### src/rtl/uart_rx_pkg.sv
// Shared types and helpers for the UART receive sequencer.
package uart_rx_pkg;

  localparam int DATA_BITS = 8;

  typedef enum logic [2:0] {
    IDLE,
    START,
    DATA,
    STOP,
    BREAK
  } rx_state_e;

  // Bit-timer counter width: clog2 of the bit period, never below 1.
  function automatic int cnt_width(input int clks);
    return (clks <= 2) ? 1 : $clog2(clks);
  endfunction

endpackage

### src/rtl/uart_rx_sequencer_if.sv
// Serial line, consumer handshake and status bundle of the receive sequencer.
// master: the sequencer itself; slave: the pad/consumer side.
interface uart_rx_sequencer_if;

  logic rx;
  logic data_read;
  logic err_clear;
  logic rx_out;
  logic shift_strobe;
  logic packet_done;
  logic rx_busy;
  logic data_ready;
  logic framing_error;
  logic overrun_error;

  modport master (
    input  rx, data_read, err_clear,
    output rx_out, shift_strobe, packet_done, rx_busy,
           data_ready, framing_error, overrun_error
  );

  modport slave (
    output rx, data_read, err_clear,
    input  rx_out, shift_strobe, packet_done, rx_busy,
           data_ready, framing_error, overrun_error
  );

endinterface

### src/rtl/uart_rx_sequencer_bit_timer.sv
// Bit-period down-counter. Sample event whenever the count is zero; the
// event reloads a full bit period, and an explicit load overrides both.
// The event output is named evt because "event" is a reserved word.
import uart_rx_pkg::*;

module uart_bit_timer #(
  parameter int CLKS_PER_BIT = 16,
  parameter int W            = cnt_width(CLKS_PER_BIT)
) (
  input  logic         clk,
  input  logic         n_Rst,
  input  logic         load,
  input  logic [W-1:0] load_val,
  output logic [W-1:0] cnt,
  output logic         evt
);

  localparam logic [W-1:0] RELOAD = W'(CLKS_PER_BIT - 1);

  assign evt = (cnt == '0);

  // Load wins; otherwise reload on the event, else count down.
  always_ff @(posedge clk or negedge n_Rst) begin
    if (!n_Rst)    cnt <= '0;
    else if (load) cnt <= load_val;
    else if (evt)  cnt <= RELOAD;
    else           cnt <= cnt - 1'b1;
  end

endmodule

### src/rtl/uart_rx_sequencer.sv
// UART receive sequencer: start-bit detection, mid-bit sampling, shift and
// latch strobes for the external 8-bit buffer, data-ready and sticky
// framing/overrun status.
// Optional macro UART_RX_SYNC_EN: put rx through a 2-flop synchronizer
// (reset to 1) before it is used; adds 2 cycles of latency.
import uart_rx_pkg::*;

module uart_rx_sequencer #(
  parameter int CLKS_PER_BIT = 16
) (
  input  logic                 clk,
  input  logic                 n_Rst,
  uart_rx_sequencer_if.master  bus
);

  localparam int              CW   = cnt_width(CLKS_PER_BIT);
  localparam logic [CW-1:0]   HALF = CW'(CLKS_PER_BIT / 2 - 1);
  localparam logic [2:0]      LAST = 3'(DATA_BITS - 1);

  logic          rx_s;
  rx_state_e     state, state_nxt;
  logic [2:0]    bit_idx, idx_nxt;
  logic          load, evt;
  logic [CW-1:0] bit_cnt;
  logic          strobe, done, fe_set;
  logic          dr_q, ovr_q, fe_q;

`ifdef UART_RX_SYNC_EN
  logic [1:0] sync_q;

  // Two-flop synchronizer; idle-high reset so no false start bit.
  always_ff @(posedge clk or negedge n_Rst) begin
    if (!n_Rst) sync_q <= 2'b11;
    else        sync_q <= {sync_q[0], bus.rx};
  end

  assign rx_s = sync_q[1];
`else
  assign rx_s = bus.rx;
`endif

  assign bus.rx_out = rx_s;

  uart_bit_timer #(.CLKS_PER_BIT(CLKS_PER_BIT), .W(CW)) u_timer (
    .clk      (clk),
    .n_Rst    (n_Rst),
    .load     (load),
    .load_val (HALF),
    .cnt      (bit_cnt),
    .evt      (evt)
  );

  // Timer event and zero count must agree at all times.
  always @(posedge clk) begin
    if (n_Rst) assert (evt == (bit_cnt == '0));
  end

  // FSM state and bit index registers.
  always_ff @(posedge clk or negedge n_Rst) begin
    if (!n_Rst) begin
      state   <= IDLE;
      bit_idx <= '0;
    end else begin
      state   <= state_nxt;
      bit_idx <= idx_nxt;
    end
  end

  // Next state plus the combinational strobes, so the buffer captures the
  // very rx_out value the sequencer samples on the same edge.
  always_comb begin
    state_nxt = state;
    idx_nxt   = bit_idx;
    load      = 1'b0;
    strobe    = 1'b0;
    done      = 1'b0;
    fe_set    = 1'b0;
    case (state)
      IDLE: begin
        if (!rx_s) begin
          load      = 1'b1;
          state_nxt = START;
        end
      end
      START: begin
        if (evt) begin
          if (!rx_s) begin
            state_nxt = DATA;
            idx_nxt   = '0;
          end else begin
            state_nxt = IDLE;
          end
        end
      end
      DATA: begin
        if (evt) begin
          strobe  = 1'b1;
          idx_nxt = bit_idx + 3'd1;
          if (bit_idx == LAST) state_nxt = STOP;
        end
      end
      STOP: begin
        if (evt) begin
          if (rx_s) begin
            done      = 1'b1;
            state_nxt = IDLE;
          end else begin
            fe_set    = 1'b1;
            state_nxt = BREAK;
          end
        end
      end
      BREAK: begin
        if (rx_s) state_nxt = IDLE;
      end
      default: state_nxt = IDLE;
    endcase
  end

  // Status: data_ready set by a completed byte (wins over a same-cycle read);
  // sticky errors hold until err_clear, and a same-cycle set wins.
  always_ff @(posedge clk or negedge n_Rst) begin
    if (!n_Rst) begin
      dr_q  <= 1'b0;
      ovr_q <= 1'b0;
      fe_q  <= 1'b0;
    end else begin
      if (done)               dr_q <= 1'b1;
      else if (bus.data_read) dr_q <= 1'b0;
      ovr_q <= (done & dr_q & ~bus.data_read) | (ovr_q & ~bus.err_clear);
      fe_q  <= fe_set | (fe_q & ~bus.err_clear);
    end
  end

  assign bus.shift_strobe  = strobe;
  assign bus.packet_done   = done;
  assign bus.rx_busy       = (state != IDLE);
  assign bus.data_ready    = dr_q;
  assign bus.framing_error = fe_q;
  assign bus.overrun_error = ovr_q;

endmodule

### src/flat_wrapper.sv
// flat-port wrapper written by rule: the top's interface ports become plain ports
module uart_rx_sequencer_flat 
#(
  parameter int CLKS_PER_BIT = 16
)
  (clk, n_Rst, bus_rx, bus_data_read, bus_err_clear, bus_rx_out, bus_shift_strobe, bus_packet_done, bus_rx_busy, bus_data_ready, bus_framing_error, bus_overrun_error);
  uart_rx_sequencer_if bus_i ();
  input  logic clk;
  input  logic n_Rst;
  input wire logic [$bits(bus_i.rx)-1:0] bus_rx;
  input wire logic [$bits(bus_i.data_read)-1:0] bus_data_read;
  input wire logic [$bits(bus_i.err_clear)-1:0] bus_err_clear;
  output wire logic [$bits(bus_i.rx_out)-1:0] bus_rx_out;
  output wire logic [$bits(bus_i.shift_strobe)-1:0] bus_shift_strobe;
  output wire logic [$bits(bus_i.packet_done)-1:0] bus_packet_done;
  output wire logic [$bits(bus_i.rx_busy)-1:0] bus_rx_busy;
  output wire logic [$bits(bus_i.data_ready)-1:0] bus_data_ready;
  output wire logic [$bits(bus_i.framing_error)-1:0] bus_framing_error;
  output wire logic [$bits(bus_i.overrun_error)-1:0] bus_overrun_error;
  assign bus_i.rx = bus_rx;
  assign bus_i.data_read = bus_data_read;
  assign bus_i.err_clear = bus_err_clear;
  assign bus_rx_out = bus_i.rx_out;
  assign bus_shift_strobe = bus_i.shift_strobe;
  assign bus_packet_done = bus_i.packet_done;
  assign bus_rx_busy = bus_i.rx_busy;
  assign bus_data_ready = bus_i.data_ready;
  assign bus_framing_error = bus_i.framing_error;
  assign bus_overrun_error = bus_i.overrun_error;
  uart_rx_sequencer #(.CLKS_PER_BIT(CLKS_PER_BIT)) u_core (.clk(clk), .n_Rst(n_Rst), .bus(bus_i));
endmodule
### config.mk
export PLATFORM = sky130hd
export DESIGN_NAME = uart_rx_sequencer_flat
export DESIGN_NICKNAME = d
export VERILOG_FILES = /design/src/rtl/uart_rx_pkg.sv /design/src/rtl/uart_rx_sequencer_if.sv /design/src/rtl/uart_rx_sequencer_bit_timer.sv /design/src/rtl/uart_rx_sequencer.sv /design/src/flat_wrapper.sv
export SDC_FILE = /design/constraint.sdc
export NUM_CORES = 1
export LEC_CHECK = 0
export CORE_UTILIZATION = 50
export CTS_CLUSTER_SIZE = 25
export DETAILED_ROUTE_END_ITERATION = 8
export PLACE_DENSITY_LB_ADDON = 0.12
export SLEW_MARGIN = 5
export SYNTH_ARGS = -nofsm -noshare
export SYNTH_HDL_FRONTEND = slang
export SYNTH_SLANG_ARGS = --single-unit
### constraint.sdc
create_clock -name clk -period 4.71 [get_ports clk]
set_input_delay 0.7065 -clock clk [delete_from_list [all_inputs] [get_ports clk]]
set_output_delay 0.7065 -clock clk [all_outputs]
set_load 0.005 [all_outputs]
==> summary.txt, run 1 <==
Placed design
  • Routability cong.: 0.7091
  • I/O Buffers: 11
  • DP HPWL: 1000 µm

Clock network
  • Cells resized by post-CTS repair: 0
  • Hold buffer count at cts: 0
  • CTS Buf Count: 3
  • H-tree Lvls: 1
  • CTS tree: yes
  • Clk_lat worst skew: 0.28 ns
  • # clock sinks: 13
  • Post-CTS Setup Bufs: 0
  • Reg clk slew, reported paths: 0.08 ns
  • Clock buffer depth: 2
  • Root Driver: clkbuf_4

Drt
  • Routed wire length: 1311 µm
  • Initial DRC Count: 20
  • Number of iterations in the first detailed-routing pass: 4
  • Drt drc: 0
  • Wire per inst: 13.11 µm
  • Via density: 5.550
  • Remaining antenna violation count: 0
  • Total number of vias: 555

Global routing
  • All-Layer GR Usage: 20.44%
  • Initial antenna violation count: 0
  • Grt total ovfl: 0
  • Number of global-route vias before repair: 434
  • First-pass GRT wire length: 1987 µm
  • Maximum number of pins on one net before global-route repair: 14

STA
  • Setup Skew: 0.003659 ns
  • Final Max Tran Viols: 0
  • Least-Margin Pin Slew: 0.5804 ns
  • Setup tns final: 0 ns
  • RSZ-0062 raised after global routing: false
  • Hold slack: 0.5120 ns
  • Final setup violation count: 0
  • Final worst path period share: 62.67%
  • Hold Vio Cnt, Final: 0
  • Max Clk Rate: 338.8 MHz
  • Final min period: 2.952 ns
  • Max transition margin: 61.19%

Final layout
  • Layout area overhead: 20.33%
  • Fill cells: 121
  • Multi-input gate area: 330.3 µm²
  • # diodes: 0
  • Final layout net count: 94
  • Layout cells sized above 1: 8.235%
  • Final core occ: 64.56%
  • FF/Latch Area: 325.3 µm²

Yosys
  • Post-synth top area cell: dfrtp_1
  • Syn_area_per_cell: 9.444 µm²
  • Synth top area share: 47.19%
  • Seq/Total Area, Yosys: 47.19%
  • Syn_nets: 81
  • Syn. warnings: 0
  • Synth Instances: 73
  • Synth area leaders: dfrtp_1, nand2_1, ha_1
  • Synth Register Bits: 13
  • Cell variety after synth: 26
  • Netlist Area Pre-Place: 689.4 µm²

Die
  • Die W: 39.13 µm
  • Std cell rows: 13
  • IO Count: 12
  • Die Span Y: 39.13 µm
  • Initial Utilization: 53.65%
  • Die Area: 1531 µm²
  • CORE AREA: 1285 µm²

Pwr
  • Leak: 0.3641 nW
  • Pwr/cell area: 517.2 nW/µm²
  • Total power: 0.4290 mW
  • Maximum VDD drop: 0.2988 mV

Worst setup path
  • Worst Setup Path Type: register to output pin
  • CP Launch Type: register
  • Crit end category: output pin
  • Crit path required time: 4.00 ns
  • WP data arrival: 2.25 ns
  • Worst Reg-to-Reg Cells: 4
  • R2R setup slack: 3.01 ns
  • CP max FO: 7

Hold path
  • HP Class: register to register
  • Hold path depth: 1

Run
  • Max-cap violations: 0

Run status
  • Outcome: finished, final reports clean
## Yosys cell counts
cell type  number
dfrtp_1        13
nand2_1        12
nor2_1          8
nand3_1         6
inv_1           5
ha_1            3
a2bb2oi_1       2
clkbuf_1        2
nand2b_1        2
nand4_1         2
nor3_1          2
o22ai_1         2
a211o_1         1
a211oi_1        1
a21oi_1         1
and4bb_2        1
buf_4           1
mux2i_1         1
nor2b_1         1
nor4b_2         1
o211a_1         1
o21ba_2         1
o2bb2ai_1       1
or3_1           1
or4b_4          1
xnor2_1         1
## placed cells by master (no fill, tap or decap), types with 2 or more instances in the layout
| cell | instances |
|---|---|
| clkbuf_4 | 3 |
| nor3_1 | 2 |
| clkdlybuf4s50_1 | 11 |
| o22ai_1 | 2 |
| a2bb2oi_1 | 2 |
| inv_1 | 5 |
| dfrtp_1 | 13 |
| nand3_1 | 6 |
| ha_1 | 3 |
| nand4_1 | 2 |
| nor2_1 | 8 |
| nand2b_1 | 2 |
| nand2_1 | 12 |
## state kept, by name, indices dropped and copies added (netlist names)
name / flops
u_core.bit_idx: 3
u_core.bus.overrun_error: 1
u_core.bus.framing_error: 1
u_core.u_timer.cnt: 4
u_core.state: 3
u_core.bus.data_ready: 1
## worst paths after layout
kind | startpoint | to
worst min-delay path | u_core.u_timer.cnt[0]$_DFF_PN0_ | u_core.u_timer.cnt[0]$_DFF_PN0_
max in group asynchronous | n_Rst | u_core.u_timer.cnt[3]$_DFF_PN0_
worst max register to register | u_core.u_timer.cnt[0]$_DFF_PN0_ | u_core.bit_idx[0]$_DFFE_PN0P_
worst min register to register | u_core.u_timer.cnt[0]$_DFF_PN0_ | u_core.u_timer.cnt[0]$_DFF_PN0_
worst max-delay path | u_core.u_timer.cnt[0]$_DFF_PN0_ | bus_packet_done
min in group asynchronous | n_Rst | u_core.bit_idx[2]$_DFFE_PN0P_
## cell families (layout without fill, tap and decap cells)
family / Yosys count / after routing / synth area share [%]
multiplexers: 1 / 1 / 1.452
XOR/XNOR: 1 / 1 / 1.271
buffers and inverters: 8 / 20 / 4.901
AND/OR/NAND/NOR: 37 / 37 / 28.13
AO/OA/AOI/OAI: 10 / 10 / 11.62
adder cells (fa/ha/maj): 3 / 3 / 5.445
flip-flops: 13 / 13 / 47.19
## final cells by class
| class | count | area share (%) |
|---|---|---|
| clock buffers | 4 | 3.167 |
| inverters | 5 | 2.262 |
| multi-input cells | 52 | 39.82 |
| flip-flops and latches | 13 | 39.22 |
| well taps | 15 | 2.262 |
| repair buffers | 11 | 13.27 |
## per-stage QoR
step | area [µm²] | setup WS [ns] | cells
final | 829.5 | 1.758 | 100
after CTS | 829.5 | 1.734 | 100
after global routing | 829.5 | 1.574 | 100
after global placement | 803.3 | 2.023 | 96
after detailed placement | 803.3 | 2.000 | 96
after floorplan | 689.4 | 2.704 | 73
## power breakdown
| part | internal [mW] | switching (mW) | leakage [nW] |
|---|---|---|---|
| clock network | 0.0329 | 0.0370 | 0.0150 |
| registers | 0.145 | 0.0501 | 0.150 |
| logic | 0.0918 | 0.0728 | 0.199 |
| total | 0.269 | 0.160 | 0.364 |
## critical path, stage by stage, from the launching register on
cell and delay [ns]:
dfrtp_1 0.41, inv_1 0.07, ha_1 0.27, nor4b_2 0.43, nand4_1 0.21, inv_1 0.09
clkdlybuf4s50_1 0.50
## metal layers
metal / wire (µm) / track usage, % / share of wire (%) / up-vias
met1: 606 / 26.74 / 46 / 260
met4: 19 / 10.34 / 1.4 / 0
li1: - / - / - / 279
met3: 43 / 5.202 / 3.3 / 4
met2: 641 / 30.83 / 49 / 12
met5: 0 / 0 / 0 / -
(Power assumes the default switching activity.)
==> inputs of run 2 (changes only) <==
Settings changed: CORE_UTILIZATION 50 to 44.
Clock period 4.71 ns to 2.55 ns, I/O delays scaled along.
==> run 2 against run 1 <==
  * First-iteration DRC count down 60%
  * Total power rose by 99%
  * Clock-buffer cell count is 1 lower
  * Critical path type unchanged
==> summary.txt, run 2 (synthesis gave the netlist of run 1 again) <==
Drt
  • Wire per inst: 13.02 µm (was 13.11 µm)
  • Number of iterations in the first detailed-routing pass: 2 (was 4)
  • Drt drc: 0 (unchanged)
  • Via density: 5.462 (was 5.550)
  • Initial DRC Count: 8 (was 20)
  • Total number of vias: 568 (was 555)
  • Remaining antenna violation count: 0 (unchanged)
  • Routed wire length: 1354 µm (was 1311 µm)

Clock network
  • Hold buffer count at cts: 0 (unchanged)
  • Reg clk slew, reported paths: 0.08 ns (about the same)
  • Clk_lat worst skew: 0.28 ns (about the same)
  • CTS Buf Count: 3 (unchanged)
  • Root Driver: clkbuf_4 (unchanged)
  • Clock buffer depth: 2 (unchanged)
  • CTS tree: yes (unchanged)
  • H-tree Lvls: 1 (unchanged)
  • # clock sinks: 13 (unchanged)

Final layout
  • Top flop regs: u_core.u_timer.cnt: 4 flops, u_core.bit_idx: 3 flops, u_core.state: 3 flops (unchanged)
  • Multi-input gate area: 342.8 µm² (was 330.3 µm²)
  • Biggest register: u_core.u_timer.cnt (unchanged)
  • Finished Layout Cells: 104 (was 100)
  • Commonest non-fill, non-tap cell in the layout: dfrtp_1 (unchanged)
  • Most frequent cells in the layout: dfrtp_1, nand2_1, clkdlybuf4s50_1 (unchanged)
  • Final layout net count: 98 (was 94)
  • Layout area overhead: 26.68% (was 20.33%)
  • Max reg flops: 4 (unchanged)
  • Fill cells: 113 (was 121)
  • # diodes: 0 (unchanged)
  • FF/Latch Area: 325.3 µm² (unchanged)
  • Layout cells sized above 1: 14.61% (was 8.235%)

Placed design
  • I/O Buffers: 11 (unchanged)
  • Routability cong.: 0.7730 (was 0.7091)
  • DP HPWL: 962.3 µm (was 1000 µm)
  • Placed insts: 97 (was 96)

Die
  • Die W: 41.59 µm (was 39.13 µm)
  • Die Area: 1729 µm² (was 1531 µm²)
  • Initial Utilization: 49.86% (was 53.65%)
  • Std cell rows: 13 (unchanged)
  • IO Count: 12 (unchanged)
  • CORE AREA: 1383 µm² (was 1285 µm²)
  • Die Span Y: 41.59 µm (was 39.13 µm)

Pwr
  • Pwr/cell area: 977.9 nW/µm² (was 517.2 nW/µm²)
  • Maximum VDD drop: 0.5000 mV (was 0.2988 mV)
  • Leak: 0.3861 nW (was 0.3641 nW)

STA
  • Hold slack: 0.4687 ns (was 0.5120 ns)
  • Final min period: 2.462 ns
  • Hold Vio Cnt, Final: 0 (unchanged)
  • Final setup violation count: 0 (unchanged)
  • Final worst path period share: 96.53%
  • Max Clk Rate: 406.3 MHz
  • Final Max Tran Viols: 0 (unchanged)
  • Least-Margin Pin Slew: 0.5874 ns (was 0.5804 ns)
  • Max transition margin: 60.72% (was 61.19%)
  • Setup Skew: 0.004857 ns (was 0.003659 ns)

Worst setup path
  • Worst Setup Path Type: register to output pin (unchanged)
  • CP endpoint: bus_shift_strobe (was bus_packet_done)
  • R2R setup slack: 0.96 ns (was 3.01 ns)
  • CP Launch Type: register (unchanged)
  • CP Launch Point: u_core.u_timer.cnt[0]$_DFF_PN0_ (unchanged)
  • CP max FO: 7 (unchanged)
  • Crit end category: output pin (unchanged)
  • Worst Reg-to-Reg Cells: 4 (unchanged)
  • Worst path cell trace: inv_1 > ha_4 > or4b_4 > nor2_1 > clkdlybuf4s50_1 (was inv_1 > ha_1 > nor4b_2 > nand4_1 > inv_1 > clkdlybuf4s50_1)
  • RR Endpoint: u_core.bit_idx[0]$_DFFE_PN0P_ (unchanged)
  • RR Startpoint: u_core.u_timer.cnt[0]$_DFF_PN0_ (unchanged)
  • Crit path max-delay cell type: or4b_4 (was clkdlybuf4s50_1)
  • WP data arrival: 2.08 ns (was 2.25 ns)
  • Crit path required time: 2.17 ns (was 4.00 ns)
  • Slowest stage delay, CP: 0.50 ns (about the same)

Global routing
  • All-Layer GR Usage: 18.15% (was 20.44%)
  • Maximum number of pins on one net before global-route repair: 14 (unchanged)
  • First-pass GRT wire length: 2366 µm (was 1987 µm)
  • Grt total ovfl: 0 (unchanged)
  • Initial antenna violation count: 0 (unchanged)
  • Number of global-route vias before repair: 521 (was 434)

Run status
  • Outcome: finished, final reports clean (unchanged)

Run
  • Max-cap violations: 0 (unchanged)

Hold path
  • HP Class: primary input to async pin (was register to register)
run 2: worst min path at each step:
stage | from | to | slack, ns | cells after the start
after CTS | n_Rst | u_core.bus.overrun_error$_DFF_PN0_ | 0.48 | 1
after global placement | u_core.u_timer.cnt[0]$_DFF_PN0_ | u_core.u_timer.cnt[0]$_DFF_PN0_ | 0.49 | 1
after global routing | n_Rst | u_core.bus.overrun_error$_DFF_PN0_ | 0.51 | 1
after detailed placement | u_core.bus.data_ready$_DFFE_PN0P_ | u_core.bus.data_ready$_DFFE_PN0P_ | 0.50 | 2
after floorplan | n_Rst | u_core.bit_idx[0]$_DFFE_PN0P_ | 0.09 | 0
final | n_Rst | u_core.state[2]$_DFFE_PN0P_ | 0.47 | 1
run 2: power by group:
| part | leakage (nW) | internal (mW) | total (mW) | switching (mW) |
|---|---|---|---|---|
| Clock | 0.0177 | 0.0583 | 0.128 | 0.0700 |
| Combinational | 0.218 | 0.209 | 0.366 | 0.157 |
| Sequential | 0.150 | 0.267 | 0.360 | 0.0931 |
run 2: routing by layer:
| metal | share of wire (%) | GRT usage (%) | vias to the layer above |
|---|---|---|---|
| li1 | - | - | 285 |
| met1 | 50 | 24.44 | 271 |
| met2 | 44 | 26.25 | 10 |
| met3 | 4.1 | 6.522 | 2 |
| met4 | 1.6 | 7.742 | 0 |
| met5 | 0 | 0 | - |
run 2: worst max-delay path, delay by kind of cell (launching register included):
kind	cells	cell delay, ns
DFF	1	0.40
adders and majority gates	1	0.17
and+or+nand+nor	2	0.62
buffers and inverters	2	0.60
run 2: through the flow:
step	area [µm²]	setup WS, ns	util [%]	power, mW	TNS [ns]
final	873.3	0.08848	63.17	0.8540	0
after global routing	873.3	-0.004589	63.17	0.9235	-0.004589
after CTS	840.8	0.03288	60.81	0.8137	0
after detailed placement	810.8	0.3188	58.64	0.6801	0
after global placement	810.8	0.3627	58.64	0.6685	0
after floorplan	689.4	0.8683	-	0.5879	0
run 2: cell type report:
type	instances	share of cell area, %
clock inverter	1	0.5731
multi-input combinational	52	39.26
inverter	5	2.149
tap	15	2.149
sequential	13	37.25
timing repair buffer	15	16.05
clock buffer	3	2.579
run 2: what timing repair did:
action | CTS | global route
gates resized for setup | 1 | 1
buffers inserted | 0 | 3
setup endpoints to repair | 1 | 2
==> inputs of run 3 (changes only) <==
Settings changed: RECOVER_POWER from default to 50.
==> run 3 against run 2 <==
  * Maximum frequency stayed put
  * Combinational power barely moved
  * First-iteration DRC count is the same
  * Critical endpoint unchanged
  * Largest cell class unchanged
  * Highest routed layer unchanged
==> summary.txt, run 3 (synthesis gave the netlist of run 1 again) <==
Run status
  • Outcome: finished, final reports clean (unchanged)

STA
  • Final worst path period share: 96.53% (unchanged)
  • Setup tns final: 0 ns (unchanged)
  • Final Max Tran Viols: 0 (unchanged)
  • Final setup violation count: 0 (unchanged)
  • Least-Margin Pin Slew: 0.5932 ns (was 0.5874 ns)
  • Hold Vio Cnt, Final: 0 (unchanged)
  • Setup Skew: 0.004857 ns (unchanged)
  • Max Clk Rate: 406.3 MHz (unchanged)
  • Max transition margin: 60.32% (was 60.72%)
  • Worst setup margin: 0.08848 ns (unchanged)
  • Final min period: 2.462 ns (unchanged)
  • Hold slack: 0.4887 ns (was 0.4687 ns)

Global routing
  • Number of global-route vias before repair: 521 (unchanged)
  • First-pass GRT wire length: 2366 µm (unchanged)
  • Maximum number of pins on one net before global-route repair: 14 (unchanged)
  • Initial antenna violation count: 0 (unchanged)
  • Grt total ovfl: 0 (unchanged)
  • All-Layer GR Usage: 18.15% (unchanged)

Drt
  • Wire per inst: 13.01 µm (was 13.02 µm)
  • Routed wire length: 1353 µm (was 1354 µm)
  • Number of iterations in the first detailed-routing pass: 2 (unchanged)
  • Drt drc: 0 (unchanged)
  • Remaining antenna violation count: 0 (unchanged)
  • Initial DRC Count: 8 (unchanged)
  • Total number of vias: 568 (unchanged)
  • Via density: 5.462 (unchanged)

Pwr
  • Leak: 0.3866 nW (was 0.3861 nW)
  • Pwr/cell area: 977.2 nW/µm² (was 977.9 nW/µm²)
  • Maximum VDD drop: 0.5000 mV (about the same)

Final layout
  • Finished Layout Cells: 104 (unchanged)
  • Fill cells: 113 (unchanged)
  • Biggest register: u_core.u_timer.cnt (unchanged)
  • Final layout net count: 98 (unchanged)
  • Most frequent cells in the layout: dfrtp_1, nand2_1, clkdlybuf4s50_1 (unchanged)
  • Top flop regs: u_core.u_timer.cnt: 4 flops, u_core.bit_idx: 3 flops, u_core.state: 3 flops (unchanged)
  • Commonest non-fill, non-tap cell in the layout: dfrtp_1 (unchanged)
  • Layout cells sized above 1: 14.61% (unchanged)
  • Max reg flops: 4 (unchanged)
  • # diodes: 0 (unchanged)
  • Layout area overhead: 26.68% (unchanged)

Worst setup path
  • WP data arrival: 2.08 ns (about the same)
  • Worst Setup Path Type: register to output pin (unchanged)
  • CP Launch Type: register (unchanged)
  • CP max FO: 7 (unchanged)
  • Crit path required time: 2.17 ns (about the same)
  • Crit end category: output pin (unchanged)

Die
  • Die W: 41.59 µm (unchanged)
  • Initial Utilization: 49.86% (unchanged)
  • CORE AREA: 1383 µm² (unchanged)
  • Die Area: 1729 µm² (unchanged)
  • IO Count: 12 (unchanged)
  • Std cell rows: 13 (unchanged)
  • Die Span Y: 41.59 µm (unchanged)

Placed design
  • I/O Buffers: 11 (unchanged)
  • Placement Setup Slack: 0.3188 ns (unchanged)
  • Placed insts: 97 (unchanged)
  • DP HPWL: 962.3 µm (unchanged)
  • Routability cong.: 0.7730 (unchanged)

Clock network
  • H-tree Lvls: 1 (unchanged)
  • Clk_lat worst skew: 0.28 ns (about the same)
  • CTS tree: yes (unchanged)
  • # clock sinks: 13 (unchanged)
  • Reg clk slew, reported paths: 0.08 ns (about the same)
  • Root Driver: clkbuf_4 (unchanged)
  • Hold buffer count at cts: 0 (unchanged)
  • CTS Buf Count: 3 (unchanged)
  • Clock buffer depth: 2 (unchanged)

Run
  • Max-cap violations: 0 (unchanged)

Hold path
  • HP Class: register to register (was primary input to async pin)
-- run 3: changes by cell type in the layout (fill, tap and decap cells not counted), sizes merged --
| cell | change |
|---|---|
| dlygate4sd3 | +2 |
| clkdlybuf4s50 | -2 |
-- run 3: through the flow --
stage | utilization [%] | total power [mW] | cell area, µm²
6_report | 63.17 | 0.8534 | 873.3
5_1_grt | 63.17 | 0.9229 | 873.3
4_1_cts | 60.81 | 0.8137 | 840.8
3_5_place_dp | 58.64 | 0.6801 | 810.8
3_3_place_gp | 58.64 | 0.6685 | 810.8
2_1_floorplan | - | 0.5879 | 689.4
-- run 3: layer usage --
| layer | up-vias | GRT usage [%] | wire length (µm) |
|---|---|---|---|
| met5 | - | 0 | 0 |
| met4 | 0 | 7.742 | 22 |
| met3 | 2 | 6.522 | 55 |
| met2 | 10 | 26.25 | 596 |
| met1 | 271 | 24.44 | 678 |
| li1 | 285 | - | - |
-- run 3: timing repair --
| action | in CTS | in global routing |
|---|---|---|
| gates resized for setup | 1 | 1 |
| setup buffers | 0 | 3 |
| setup endpoints to repair | 1 | 2 |
| gates cloned | 0 | 0 |
-- run 3: final timing paths --
check	startpoint	end	slack (ns)	cells past startpoint
setup / recovery	u_core.u_timer.cnt[0]$_DFF_PN0_	bus_shift_strobe	0.09	5
hold / removal	u_core.u_timer.cnt[0]$_DFF_PN0_	u_core.u_timer.cnt[0]$_DFF_PN0_	0.49	1
setup reg to reg	u_core.u_timer.cnt[0]$_DFF_PN0_	u_core.bit_idx[0]$_DFFE_PN0P_	0.96	4
hold reg to reg	u_core.u_timer.cnt[0]$_DFF_PN0_	u_core.u_timer.cnt[0]$_DFF_PN0_	0.49	1
max in group asynchronous	n_Rst	u_core.bit_idx[2]$_DFFE_PN0P_	1.62	1
min in group asynchronous	n_Rst	u_core.state[2]$_DFFE_PN0P_	0.54	1
-- run 3: power by group --
| part | switching (mW) | leakage [nW] | total (mW) | internal, mW |
|---|---|---|---|---|
| sequential | 0.0931 | 0.150 | 0.360 | 0.267 |
| combinational | 0.157 | 0.218 | 0.365 | 0.209 |
| clock | 0.0700 | 0.0177 | 0.128 | 0.0583 |
| total | 0.320 | 0.387 | 0.853 | 0.534 |
-- run 3: critical path, cell delays in order (launching register included) --
cell	delay [ns]
dfrtp_1	0.40
inv_1	0.10
ha_4	0.17
or4b_4	0.50
nor2_1	0.12
clkdlybuf4s50_1	0.50
-- run 3: layout make-up --
type | instances | area, µm² | area share (%)
Clock buffer | 3 | 22.52 | 2.579
Clock inverter | 1 | 5.005 | 0.5731
Inverter | 5 | 18.77 | 2.149
Multi-Input combinational cell | 52 | 342.8 | 39.26
Sequential cell | 13 | 325.3 | 37.25
Tap cell | 15 | 18.77 | 2.149
Timing Repair Buffer | 15 | 140.1 | 16.05
